## src/rtl/fp_add_arbiter.sv

```systemverilog
// Round-robin front end for one shared pipelined fp adder. Requests are granted
// one per enabled cycle, and a {valid,id} tag pipeline returns each sum to its owner.
module fp_add_arbiter #(
  parameter int NUM_REQ          = 4,
  parameter int ID_WIDTH         = 2,
  parameter int FLOAT_DATA_WIDTH = 32,
  parameter int ADD_LATENCY      = 5
) (
  input  logic                                  clk,
  input  logic                                  rst,
  input  logic                                  clk_en,
  input  logic [NUM_REQ-1:0]                    req,
  input  logic [NUM_REQ*FLOAT_DATA_WIDTH-1:0]   req_a,
  input  logic [NUM_REQ*FLOAT_DATA_WIDTH-1:0]   req_b,
  output logic [NUM_REQ-1:0]                    grant,
  output logic                                  add_en,
  output logic [FLOAT_DATA_WIDTH-1:0]           add_a,
  output logic [FLOAT_DATA_WIDTH-1:0]           add_b,
  input  logic [FLOAT_DATA_WIDTH-1:0]           add_result,
  output logic                                  rsp_valid,
  output logic [ID_WIDTH-1:0]                   rsp_id,
  output logic [FLOAT_DATA_WIDTH-1:0]           rsp_data,
  output logic                                  busy
);
  localparam int W = FLOAT_DATA_WIDTH;

  logic [NUM_REQ-1:0][W-1:0]            a_lane, b_lane;
  logic [ID_WIDTH-1:0]                  ptr, winner;
  logic                                 any_req, accept;
  // Entry 0 is the issue slot; entry ADD_LATENCY lines up with add_result.
  logic [ADD_LATENCY:0]                 vld_pipe;
  logic [ADD_LATENCY:0][ID_WIDTH-1:0]   id_pipe;

  for (genvar i = 0; i < NUM_REQ; i++) begin : g_lane
    assign a_lane[i] = req_a[i*W +: W];
    assign b_lane[i] = req_b[i*W +: W];
  end

  // First requester at or above ptr, wrapping; index math wraps in ID_WIDTH bits.
  always_comb begin
    winner  = '0;
    any_req = 1'b0;
    for (int k = 0; k < NUM_REQ; k++) begin
      if (!any_req && req[ptr + ID_WIDTH'(k)]) begin
        any_req = 1'b1;
        winner  = ptr + ID_WIDTH'(k);
      end
    end
  end

  assign accept = any_req & clk_en & ~rst;
  assign add_en = clk_en & ~rst;
  assign busy   = (|vld_pipe) | rsp_valid;

  always_comb begin
    grant = '0;
    if (accept) grant[winner] = 1'b1;
  end

  always_ff @(posedge clk) begin
    if (rst) begin
      ptr       <= '0;
      vld_pipe  <= '0;
      id_pipe   <= '0;
      add_a     <= '0;
      add_b     <= '0;
      rsp_valid <= 1'b0;
      rsp_id    <= '0;
      rsp_data  <= '0;
    end else begin
      rsp_valid <= 1'b0;
      if (clk_en) begin
        vld_pipe <= {vld_pipe[ADD_LATENCY-1:0], accept};
        id_pipe  <= {id_pipe[ADD_LATENCY-1:0], winner};
        if (accept) begin
          ptr   <= winner + 1'b1;
          add_a <= a_lane[winner];
          add_b <= b_lane[winner];
        end
        if (vld_pipe[ADD_LATENCY]) begin
          rsp_valid <= 1'b1;
          rsp_id    <= id_pipe[ADD_LATENCY];
          rsp_data  <= add_result;
        end
      end
    end
  end
endmodule

```

## config.mk

```make
export PLATFORM = sky130hd
export DESIGN_NAME = fp_add_arbiter
export DESIGN_NICKNAME = d
export VERILOG_FILES = /design/src/rtl/fp_add_arbiter.sv
export SDC_FILE = /design/constraint.sdc
export NUM_CORES = 1
export LEC_CHECK = 0
export CORE_AREA = 2 2 155 157
export CTS_BUF_LIST = sky130_fd_sc_hd__clkbuf_8
export DETAILED_ROUTE_END_ITERATION = 10
export DIE_AREA = 0 0 157 159
export PLACE_DENSITY = 0.58
export SKIP_CTS_REPAIR_TIMING = 1
export SLEW_MARGIN = 40
export SYNTH_ARGS = -nofsm -noshare
export SYNTH_HDL_FRONTEND = slang
export SYNTH_SLANG_ARGS = --single-unit
```

## constraint.sdc

```tcl
create_clock -name clk -period 2.35 [get_ports clk]
set_input_delay 0.235 -clock clk [delete_from_list [all_inputs] [get_ports clk]]
set_output_delay 0.235 -clock clk [all_outputs]
set_load 0.005 [all_outputs]
```

Yosys cells after proc, flatten, opt, wreduce, memory -nomap -nowiden
Index checks and enable logic that the tools add are counted.
- input port bits: 295
- word-level logic and storage cells: 64
- register bits after elaboration: 119
- bitwise gates (word level): 6
- magnitude comparators: 6
- reductions and logical operators: 11
- mux-type cells: 24
- $add $sub $neg: 4
- operator list (cell ; number):
    $bmux 32 s2 ; 2
    $mux 32 ; 2
    $lt 2x3->1 const B ; 5
    $mux 1 ; 10
    $bmux 1 s2 ; 4
    $mux 2 ; 4
    $reduce_or 6->1 ; 1
    $add 2x1->2 const B ; 2
    $add 2x2->2 const B ; 2
    $logic_and 1x1->1 ; 4
    $mux 4 ; 1
    $reduce_and 2->1 ; 2
    $and 1x1->1 ; 3
    $logic_not 1->1 ; 3
    $demux 1 s2 ; 1
    $ge 2x1->1 const B ; 1
    $not 1->1 ; 2
    $reduce_or 2->1 ; 1
    $or 1x1->1 ; 1

Longest topological paths before layout
- depth after elaboration: 17
- depth in mapped cells: 7
- depth with buffers taken out: 5

Worst setup path after synthesis
No wires, ideal clock.
- path type: flip-flop to flip-flop
- start point: reg ptr[0]
- end point: reg add_a[24]
- stages on the path, launching flop included: 8
- path slack: 494 ps
- data arrival time: 1725 ps
- clock period less this slack: 1856 ps
- cell sequence: dfxtp_1 > nor2b_1 > or4b_4 > buf_2 > buf_2 > and3_1 > a211oi_1 > o31ai_1
- cells in the longest elaborated chain, start to end: 15
- ends and longest elaborated chain (what ; RTL line ; source):
    start, declared ; 28 ; logic [ID_WIDTH-1:0] ptr, winner;
    start signal, assigned ; 76 ; ptr <= winner + 1'b1;
    parallel branches: the longest is 15 deep, another holds $add 2x1->2 ; -- ;
    end signal, assigned ; 77 ; add_a <= a_lane[winner];
    end, declared ; 17 ; output logic [FLOAT_DATA_WIDTH-1:0] add_a,
Several ways; the timed one is not identified. The select of a mux whose other input is x is not followed.
A chain may end at the register's enable or synchronous reset.

Worst setup path in the final report
- start point: in req[0]
- end point: reg add_b[1]
- cells in the longest elaborated chain, start to end: 15
- ends and longest elaborated chain (what ; RTL line ; source):
    start, declared ; 12 ; input logic [NUM_REQ-1:0] req,
    $bmux 1 s2 ; 44 ; if (!any_req && req[ptr + ID_WIDTH'(k)]) begin
    $mux 1 (not written as such) ; 44 ;
    $mux 1 ; 44 ;
    $logic_not 1->1 ; 44 ;
    $logic_and 1x1->1 ; 44 ;
    $mux 1 ; 44 ;
    $logic_not 1->1 ; 44 ;
    $logic_and 1x1->1 ; 44 ;
    $mux 1 ; 44 ;
    $logic_not 1->1 ; 44 ;
    $logic_and 1x1->1 ; 44 ;
    $mux 1 ; 44 ;
    $and 1x1->1 (2 in series) ; 51 ; assign accept = any_req & clk_en & ~rst;
    $reduce_and 2->1 (no line) ; -- ;
    end signal, assigned ; 78 ; add_b <= b_lane[winner];
    end, declared ; 18 ; output logic [FLOAT_DATA_WIDTH-1:0] add_b,
Parallel ways exist; a longest one is shown, timed or not. The select of a mux whose other input is x is not followed.

==> results_dict.tcl <==
set metrics [dict create \
    worstHoldPathType "input port to flop" \
    timing.setup.critical_path_class "input port to flop" \
    routability_congestion_estimate_from_global_placement 0.816 \
    grt_start_max_net_pins 57 \
    vias_per_cell 4.89 \
    fill_cells 2293 \
    post_route_cells_drive_above_1_share_pct 7.95 \
    htree_levels 4 \
    crit_path_max_delay_family "buffers and inverters" \
    number_of_nets_produced_by_synthesis 1060 \
    critical_path.n_buffers_inverters 3 \
    layout-area-overhead-vs-synth_pct 80.4 \
    synthMostInstantiatedCell "sky130_fd_sc_hd__nand2_1" \
    layoutNonFillerInstCount 1477 \
    path_clk_slew_ns 0.09 \
    dp_cells 1443 \
    worst-r2r-cell-count 7 \
    antenna_found_initial 2 \
    cts_tree "done" \
    postSynthAreaPerCell_sq_um 8.01 \
    min_delay_path_depth 5 \
    skew_ns 0.0214 \
    root_buffer "sky130_fd_sc_hd__clkbuf_8" \
    r2r_setup_slack_ns 0.17 \
    yosys.area.top_type_share_pct 38.9 \
    dpl.hpwl_mm 20.1 \
    first_global_vias 7263 \
    max_cap_viol_count 0 \
    synth.yosys.seq_area_share_pct 38.9 \
    rows 56 \
    clkSinkCount 119 \
    router_iterations_before_antenna_repair 5 \
    synth-edff-count 0 \
    critical_path_arrival_ns 2.54 \
    insertion_delay_ns 0.46 \
    globalRouteOverflowTotal 0 \
    timing_worst_slew_pin_value_ns 0.600 \
    crit_start "req[0]" \
    report.power.total_w 0.00579 \
    ratio_of_final_minimum_period_to_clock_period_pct 94.4 \
    relSlewSlack_pct 60.0 \
    drt_wl_total_mm 27.0 \
    synthTopCellsByArea "sky130_fd_sc_hd__dfxtp_1 (39%), sky130_fd_sc_hd__a211oi_1 (16%), sky130_fd_sc_hd__and3_1 (13%)" \
    worst_path_max_delay_cell "sky130_fd_sc_hd__or4_4" \
    finalMaxSlewViolations 0 \
    cts_buffer_count 17 \
    first_iter_violations 350 \
    hold_path.startpoint "rst" \
    critPathRequiredTime_ns 2.67 \
    startpoint_type "input port" \
    place_area_sq_um 10600 \
    num_io_pins 400 \
    hold_path_end "ptr[1]" \
    synth_largest_area_cell "sky130_fd_sc_hd__dfxtp_1" \
    reg2reg_to "add_a[28]" \
    run_status "finished clean" \
    power.ir.vdd_worst_v 0.000315 \
    ys_seq_elements 119 \
    dr_drc_count 0 \
    avgRoutedWirePerCell_microns 18.3 \
    synth-main-ff-cell "sky130_fd_sc_hd__dfxtp_1" \
    final_cell_area_sq_um 11100 \
    finalHoldViolCount 0 \
    design.core.area_sq_um 23200 \
    ant_nets 0 \
    crit_path_frequent_cell "sky130_fd_sc_hd__buf_4" \
    cellLeakagePower_nw 4.23 \
    portBuffers 399 \
    die-width_microns 157 \
    total_grt_usage_pct 21.2 \
    grt_pass1_wl_mm 41.0 \
    rsz0062_at_grt "false" \
    yosys.cell_types.count 25 \
    critical-path-max-stage-delay_ns 0.53 \
    asyncSetResetFlopFracSynth_pct 0 \
    power-per-cell-area_nw_per_um2 524 \
    reg2reg_from "ptr[0]" \
    fmax_mhz 451 \
    start_util_pct 26.4 \
    yosys-top-cells-count "sky130_fd_sc_hd__nand2_1 (140), sky130_fd_sc_hd__a211oi_1 (129), sky130_fd_sc_hd__and3_1 (128)" \
    die_outline_area_sq_um 25000 \
    timing.critical_path.fanout_max 34 \
    endpoint_kind "flop" \
    die_height_microns 159 \
    setup_viol 0 \
    vias 7223 \
    fin_nets 1439 \
    area_of_the_mapped_netlist_sq_um 6130 \
    max-clock-path-buffers 2 \
    cp_cell_sequence "clkdlybuf4s50_1 -> nor2b_2 -> or4_4 -> buf_4 -> buf_4 -> and3_1 -> a211oi_1 -> o31ai_1" \
    yosysWarnings 0 \
    final_period_minus_worst_setup_slack_ns 2.22 \
    postSynthCellCount 765 \
]
-- metal layers --
metal	vias up	wire, microns	global-route usage, %	part of all wire (%)
li1	3581	-	-	-
met1	3325	11500	25.7	43
met2	273	13000	35.6	48
met3	42	1930	6.42	7.2
met4	2	619	7.09	2.3
met5	-	13	0	0.048
-- sequential cells by signal (all words and copies together) (netlist names) --
| name | count |
|---|---|
| rsp_data | 32 |
| vld_pipe | 6 |
| ptr | 2 |
| add_b | 32 |
| add_a | 32 |
| id_pipe | 12 |
| rsp_valid | 1 |
| rsp_id | 2 |
-- through the flow --
step                      hold WS [ns]  setup WS (ns)  TNS (ns)  utilization (%)
after global placement           0.433         -0.276    -11.09             45.9
final                            0.313          0.132         0             47.7
after global routing             0.287         0.0625         0             47.7
after floorplan                  0.371          0.494         0                -
after CTS                        0.281         -0.307    -0.896             47.5
after detailed placement         0.438         -0.272    -12.77             45.9
-- layout make-up --
class	count	area, sq um	area share (%)
clock inverters	15	150	1.36
well taps	319	399	3.61
multi-input cells	561	3430	31.0
diodes	1	2.50	0.0226
flip-flops and latches	119	2380	21.6
repair buffers	445	4460	40.3
clock buffers	17	234	2.12
-- power breakdown --
group          internal (W)  switching (W)  total, W
Sequential          0.00214      0.0000696   0.00221
Clock              0.000795        0.00107   0.00186
Combinational       0.00101       0.000705   0.00172
Total               0.00395        0.00184   0.00579
-- kinds of logic after synthesis --
family / synth area share, %
buf+inv: 6.00
mux: 2.78
flops: 38.9
xor+xnor: 0.143
compound gates: 27.4
simple gates: 24.8
-- worst reg2reg max path: stages (launching register included) --
cell and delay (ns):
sky130_fd_sc_hd__dfxtp_2 0.37, sky130_fd_sc_hd__nor2b_2 0.06, sky130_fd_sc_hd__or4b_4 0.57, sky130_fd_sc_hd__buf_4 0.25
sky130_fd_sc_hd__buf_12 0.19, sky130_fd_sc_hd__and3_1 0.18, sky130_fd_sc_hd__a211oi_1 0.34, sky130_fd_sc_hd__o31ai_1 0.10
-- worst max path at each step --
stage	cells past startpoint	slack (ns)	to
after floorplan	7	0.49	add_a[24]
after global placement	8	-0.28	add_b[1]
after detailed placement	8	-0.27	add_b[1]
after CTS	5	-0.31	grant[1]
after global routing	5	0.06	grant[3]
final	8	0.13	add_b[1]
-- layout by cell type (no fill, tap or decap), types with 2 or more instances in the layout --
cell                              instances
sky130_fd_sc_hd__dlymetal6s2s_1           4
sky130_fd_sc_hd__and2_1                   3
sky130_fd_sc_hd__clkdlybuf4s50_1        394
sky130_fd_sc_hd__mux2i_1                 17
sky130_fd_sc_hd__dfxtp_1                117
sky130_fd_sc_hd__buf_4                   37
sky130_fd_sc_hd__nor3_1                   3
sky130_fd_sc_hd__nor2_1                  25
sky130_fd_sc_hd__inv_6                    5
sky130_fd_sc_hd__nor2b_1                  3
sky130_fd_sc_hd__a211oi_1               129
sky130_fd_sc_hd__clkinvlp_4               3
sky130_fd_sc_hd__dfxtp_2                  2
sky130_fd_sc_hd__clkbuf_8                17
sky130_fd_sc_hd__and3_1                 128
sky130_fd_sc_hd__o31ai_1                 64
sky130_fd_sc_hd__buf_12                   9
sky130_fd_sc_hd__nand2_1                138
sky130_fd_sc_hd__nor2b_2                  2
sky130_fd_sc_hd__a21oi_1                 35
sky130_fd_sc_hd__inv_8                    6
Note: power is estimated with default switching activity, not from simulation.
